==> src/rtl/mux_sel_pkg.sv <==
// ============================================================================
// Module  : mux_sel_pkg
// Brief   : Shared width helpers for the pipelined strobed channel selector.
// Revision: 1.0
// ============================================================================
`default_nettype none

package mux_sel_pkg;

    function automatic int clog2(input int value);
        int result;
        int remain;
        result = 0;
        remain = value - 1;
        while (remain > 0) begin
            result = result + 1;
            remain = remain >> 1;
        end
        return result;
    endfunction

    // Select width never collapses to zero so single-entry selectors still have a port.
    function automatic int sel_width(input int n);
        return (n > 1) ? clog2(n) : 1;
    endfunction

    function automatic int n_groups(input int nch, input int grp);
        return (nch + grp - 1) / grp;
    endfunction

endpackage

`default_nettype wire

==> src/rtl/mux_grp_sel.sv <==
// ============================================================================
// Module  : mux_grp_sel
// Brief   : Combinational N:1 W-bit selector; out-of-range select yields zero.
// Revision: 1.0
// ============================================================================
`default_nettype none

module mux_grp_sel #(
    parameter int N  = 4,
    parameter int W  = 1,
    parameter int SW = 2
) (
    input  logic [N*W-1:0] i_data,
    input  logic [SW-1:0]  i_sel,
    output logic [W-1:0]   o_data
);

    always_comb begin
        o_data = '0;
        for (int i = 0; i < N; i++) begin
            if (i_sel == SW'(i)) begin
                o_data = i_data[i*W +: W];
            end
        end
    end

endmodule

`default_nettype wire

==> src/rtl/mux_sel_pipe.sv <==
// ============================================================================
// Module  : mux_sel_pipe
// Brief   : Two-stage pipelined NCH:1 strobed selector with true/complement out.
// Revision: 1.0
// ============================================================================
`default_nettype none

module mux_sel_pipe
    import mux_sel_pkg::*;
#(
    parameter int NCH      = 8,
    parameter int W        = 1,
    parameter int GRP      = 4,
    localparam int SELW    = sel_width(NCH)
) (
    input  logic            clk,
    input  logic            rst_n,
    input  logic            in_valid,
    output logic            in_ready,
    input  logic [NCH*W-1:0] in_data,
    input  logic [SELW-1:0] in_sel,
    input  logic            in_strobe_n,
    input  logic            cfg_lock,
    input  logic            cfg_sel_we,
    input  logic [SELW-1:0] cfg_sel,
    output logic            out_valid,
    input  logic            out_ready,
    output logic [W-1:0]    out_data,
    output logic [W-1:0]    out_data_n,
    output logic            out_err
);

    localparam int c_NGRP  = n_groups(NCH, GRP);
    localparam int c_GSW   = sel_width(GRP);
    localparam int c_GSELW = sel_width(c_NGRP);
    localparam int c_PADW  = c_NGRP * GRP * W;

    // Payload width depends on instance parameters, so the struct lives here.
    typedef struct packed {
        logic [c_NGRP-1:0][W-1:0] cand;
        logic [c_GSELW-1:0]       grp_sel;
        logic                     strobe_n;
        logic                     err;
    } s1_t;

    logic [SELW-1:0]          r_sel_reg;
    logic                     r_s1_v;
    s1_t                      r_s1;
    logic                     r_s2_v;
    logic [W-1:0]             r_out_data;
    logic                     r_out_err;

    logic                     w_s2_adv;
    logic                     w_s1_adv;
    logic                     w_acc;
    logic [SELW-1:0]          w_eff_sel;
    logic [31:0]              w_sel_ext;
    logic [c_GSW-1:0]         w_lo_sel;
    logic [c_PADW-1:0]        w_pad;
    logic [c_NGRP-1:0][W-1:0] w_cand;
    s1_t                      w_s1_next;
    logic [W-1:0]             w_s2_pick;

    assign w_s2_adv = ~r_s2_v | out_ready;
    assign w_s1_adv = ~r_s1_v | w_s2_adv;
    assign in_ready = w_s1_adv;
    assign w_acc    = in_valid & w_s1_adv;

    // sel_reg is read before its write lands, so a coincident write affects the next transaction.
    assign w_eff_sel = cfg_lock ? r_sel_reg : in_sel;
    assign w_sel_ext = 32'(w_eff_sel);
    assign w_lo_sel  = c_GSW'(w_sel_ext % 32'(GRP));
    assign w_pad     = c_PADW'(in_data);

    generate
        for (genvar g = 0; g < c_NGRP; g++) begin : g_grp
            mux_grp_sel #(
                .N  (GRP),
                .W  (W),
                .SW (c_GSW)
            ) u_grp_sel (
                .i_data (w_pad[g*GRP*W +: GRP*W]),
                .i_sel  (w_lo_sel),
                .o_data (w_cand[g])
            );
        end
    endgenerate

    always_comb begin
        w_s1_next          = '0;
        w_s1_next.cand     = w_cand;
        w_s1_next.grp_sel  = c_GSELW'(w_sel_ext / 32'(GRP));
        w_s1_next.strobe_n = in_strobe_n;
        w_s1_next.err      = (w_sel_ext >= 32'(NCH));
    end

    mux_grp_sel #(
        .N  (c_NGRP),
        .W  (W),
        .SW (c_GSELW)
    ) u_s2_sel (
        .i_data (r_s1.cand),
        .i_sel  (r_s1.grp_sel),
        .o_data (w_s2_pick)
    );

    always_ff @(posedge clk or negedge rst_n) begin
        if (!rst_n) begin
            r_sel_reg  <= '0;
            r_s1_v     <= 1'b0;
            r_s1       <= '0;
            r_s2_v     <= 1'b0;
            r_out_data <= '0;
            r_out_err  <= 1'b0;
        end else begin
            if (cfg_sel_we) begin
                r_sel_reg <= cfg_sel;
            end
            if (w_s1_adv) begin
                r_s1_v <= w_acc;
                if (w_acc) begin
                    r_s1 <= w_s1_next;
                end
            end
            if (w_s2_adv) begin
                r_s2_v <= r_s1_v;
                if (r_s1_v) begin
                    r_out_data <= (r_s1.strobe_n | r_s1.err) ? '0 : w_s2_pick;
                    r_out_err  <= r_s1.err;
                end
            end
        end
    end

    assign out_valid  = r_s2_v;
    assign out_data   = r_out_data;
    assign out_data_n = ~r_out_data;
    assign out_err    = r_out_err;

endmodule

`default_nettype wire

==> config.mk <==
export PLATFORM = sky130hd
export DESIGN_NAME = mux_sel_pipe
export DESIGN_NICKNAME = d
export VERILOG_FILES = /design/src/rtl/mux_sel_pkg.sv /design/src/rtl/mux_grp_sel.sv /design/src/rtl/mux_sel_pipe.sv
export SDC_FILE = /design/constraint.sdc
export NUM_CORES = 1
export LEC_CHECK = 0
export ABC_AREA = 1
export ABC_CLOCK_PERIOD_IN_PS = 1100
export CAP_MARGIN = 20
export CORE_MARGIN = 5
export CORE_UTILIZATION = 39
export CTS_BUF_LIST = sky130_fd_sc_hd__clkbuf_16
export CTS_CLUSTER_SIZE = 40
export DETAILED_ROUTE_END_ITERATION = 12
export MAX_ROUTING_LAYER = met4
export PLACE_DENSITY = 0.84
export SYNTH_ARGS = -nofsm -noshare
export SYNTH_HDL_FRONTEND = slang
export SYNTH_SLANG_ARGS = --single-unit
==> constraint.sdc <==
create_clock -name clk -period 1.1 [get_ports clk]
set_clock_uncertainty 0.1 [all_clocks]
set_input_delay 0.165 -clock clk [delete_from_list [all_inputs] [get_ports clk]]
set_output_delay 0.165 -clock clk [all_outputs]
set_load 0.02 [all_outputs]
==> results_dict.tcl <==
set metrics [dict create \
    outcome "finished, violations left" \
    violations "negative setup slack" \
    synth_seq_cells 10 \
    power_density_mw_per_mm2 1540 \
    first_iter_violations 4 \
    whs_ps 136 \
    p_sw_uw 436 \
    io_pins 26 \
    p_clk_share_pct 41.3 \
    die_area_mm2 0.00228 \
    ctsHoldBuffers 0 \
    synth_enable_flop_cells 0 \
    cts_root_buf "clkbuf_16" \
    dp_hpwl_um 1210 \
    fin_nets 130 \
    fin_setup_tns_ps -70.1 \
    area_growth_pct 83.1 \
    critPathKind "reg2reg" \
    antenna_found_initial 0 \
    crit_chain "nand2_2 -> nand3_2 -> nor2_2 -> nor2_2 -> nand3_1 -> nand2_1" \
    largest_reg_flops 4 \
    clkLatencyLatePin_ps 240 \
    ys_async_sr_fraction_pct 100 \
    crit_slowest_cell "dfrtp_1" \
    ys_dominant_reg_cell "dfrtp_1" \
    p_int_mw 1.13 \
    multi_input_area_um2 320 \
    pre_cts_ws_ps -559 \
    port_buffers 24 \
    routed_wl_um 1700 \
    yosys_warnings 0 \
    setup_viol 2 \
    use_met3_pct 5.26 \
    vias 619 \
    rows 13 \
    synthTopCellsByArea "dfrtp_1 (45%), nand2_1 (14%), nand3_1 (8.1%), inv_1 (7.4%), o21ai_0 (3.6%)" \
    p_comb_share_pct 28.5 \
    numCtsBuffers 3 \
    total_power_mw 1.57 \
    final_area_mm2 0.00101 \
    min_period_over_period_pct 104 \
    start_util_pct 42.1 \
    period_minus_slack_ps 1150 \
    htreeDepth 1 \
    fmax_ghz 0.873 \
    final_antenna_net_count 0 \
    cts.sinks 10 \
    p_seq_share_pct 30.2 \
    yosys.area.top_type_share_pct 45.1 \
    slew_viol_final 0 \
    routed_via_density 5.03 \
    cts_buffer_depth 2 \
    start_kind "flop" \
    grt_first_pass_wirelength_um 2620 \
    yosysSeqAreaShare_pct 45.1 \
    utilization_pct 77.0 \
    final_cells 123 \
    post-route-drc-count 0 \
    grt-busiest-layer "met2" \
    synth_area_per_cell_um2 7.59 \
    grt_pass1_vias 652 \
    cpLargestDelayFamily "simple AND/OR/NAND/NOR gates" \
    grt_max_degree 11 \
    use_met2_pct 34.6 \
    cpPeakStageDelay_ps 390 \
    num_antenna_cells 0 \
    ir_drop_uv 1300 \
    final-seq-area_um2 251 \
    fill_cells 110 \
    yosys.area.top_type "dfrtp_1" \
    ys_top_cells_by_count "nand2_1 (21), inv_1 (11), dfrtp_1 (10)" \
    crit_fanout 3 \
    drv_cap 0 \
    setup_ws_ps -45.7 \
    p_leak_nw 0.513 \
    place.gp.congestion 0.779 \
    syn-num-nets 94 \
    crit_top_cell "nor2_2" \
    gr-usage-all-layers_pct 17.8 \
    p_sw_share_pct 27.9 \
    die_w_um 47.7 \
    drt_first_pass_iters 4 \
    met1_usage_pct 15.1 \
    core-area_mm2 0.00132 \
    placed_cells 117 \
    syn_area_um2 554 \
    grt_overflow 0 \
    cts_tree "done" \
    hold_violations 0 \
    clk_pin_slew_ps 40 \
    synth_cells 73 \
    synth.most_common_cell "nand2_1" \
    cp.required_ps 1110 \
    rsz0062_at_grt "true" \
    final_layout_size_suffix_gt1_share_pct 33.3 \
    floorplan.die.height_um 47.7 \
    yosysUniqueCellTypes 19 \
    wl_per_cell_um 13.8 \
    path_buf_inv 0 \
    worstHoldPathType "in2async" \
    postPlaceCellArea_um2 862 \
    arrival_ps 1160 \
    end_kind "flop" \
]
-- final timing paths --
path                               from            to  slack (ps)  cells past startpoint
max                        r_sel_reg[1]       r_s1[3]         -50                      6
min                               rst_n        r_s1_v         140                      2
max reg2reg                r_sel_reg[1]       r_s1[3]         -50                      6
min reg2reg                r_sel_reg[2]  r_sel_reg[2]         400                      1
max in group asynchronous         rst_n     out_valid         610                      2
min in group clk               cfg_lock       r_s1[2]         290                      4
-- area by class of cell --
type | count | area share [%]
clock inverters | 1 | 0.370
inverters | 12 | 4.69
multi-input cells | 50 | 31.6
clock buffers | 3 | 7.40
well taps | 15 | 1.85
repair buffers | 32 | 29.3
flip-flops and latches | 10 | 24.8
-- logic make-up after synthesis --
| logic type | Yosys count | share of synthesized area [%] |
|---|---|---|
| and+or+nand+nor | 40 | 34.1 |
| buffers and inverters | 13 | 9.48 |
| DFF | 10 | 45.1 |
| AOI/OAI and AO/OA | 7 | 6.77 |
| muxes | 2 | 3.84 |
| other | 1 | 0.677 |
-- power by group through the flow --
stage / sequential (mW) / combinational, mW / clock [mW]
global placement: 0.467 / 0.380 / 0
detailed placement: 0.474 / 0.395 / 0
finish: 0.473 / 0.446 / 0.647
CTS: 0.472 / 0.427 / 0.656
global route: 0.478 / 0.482 / 0.679
floorplan: 0.485 / 0.161 / 0
-- repair_timing --
action,in CTS,in global routing
buffers inserted,1,1
resized for setup,32,13
endpoints found under the setup margin,9,8
pin swaps,5,7
-- placed cells by master (no fill, tap or decap), types with 3 or more instances in the layout --
master	n
nand2_1	17
clkdlybuf4s50_1	16
inv_1	9
dfrtp_1	9
nand3_1	8
buf_4	8
nand2_2	4
inv_2	3
o21ai_0	3
nand2_4	3
clkbuf_16	3
buf_6	3
-- routing by layer --
layer | share of wire [%] | routed length [um]
met1 | 30 | 516
met2 | 57 | 973
met3 | 10 | 177
met4 | 1.7 | 29
met5 | 0 | 0
Note: power is estimated with default switching activity, not from simulation.
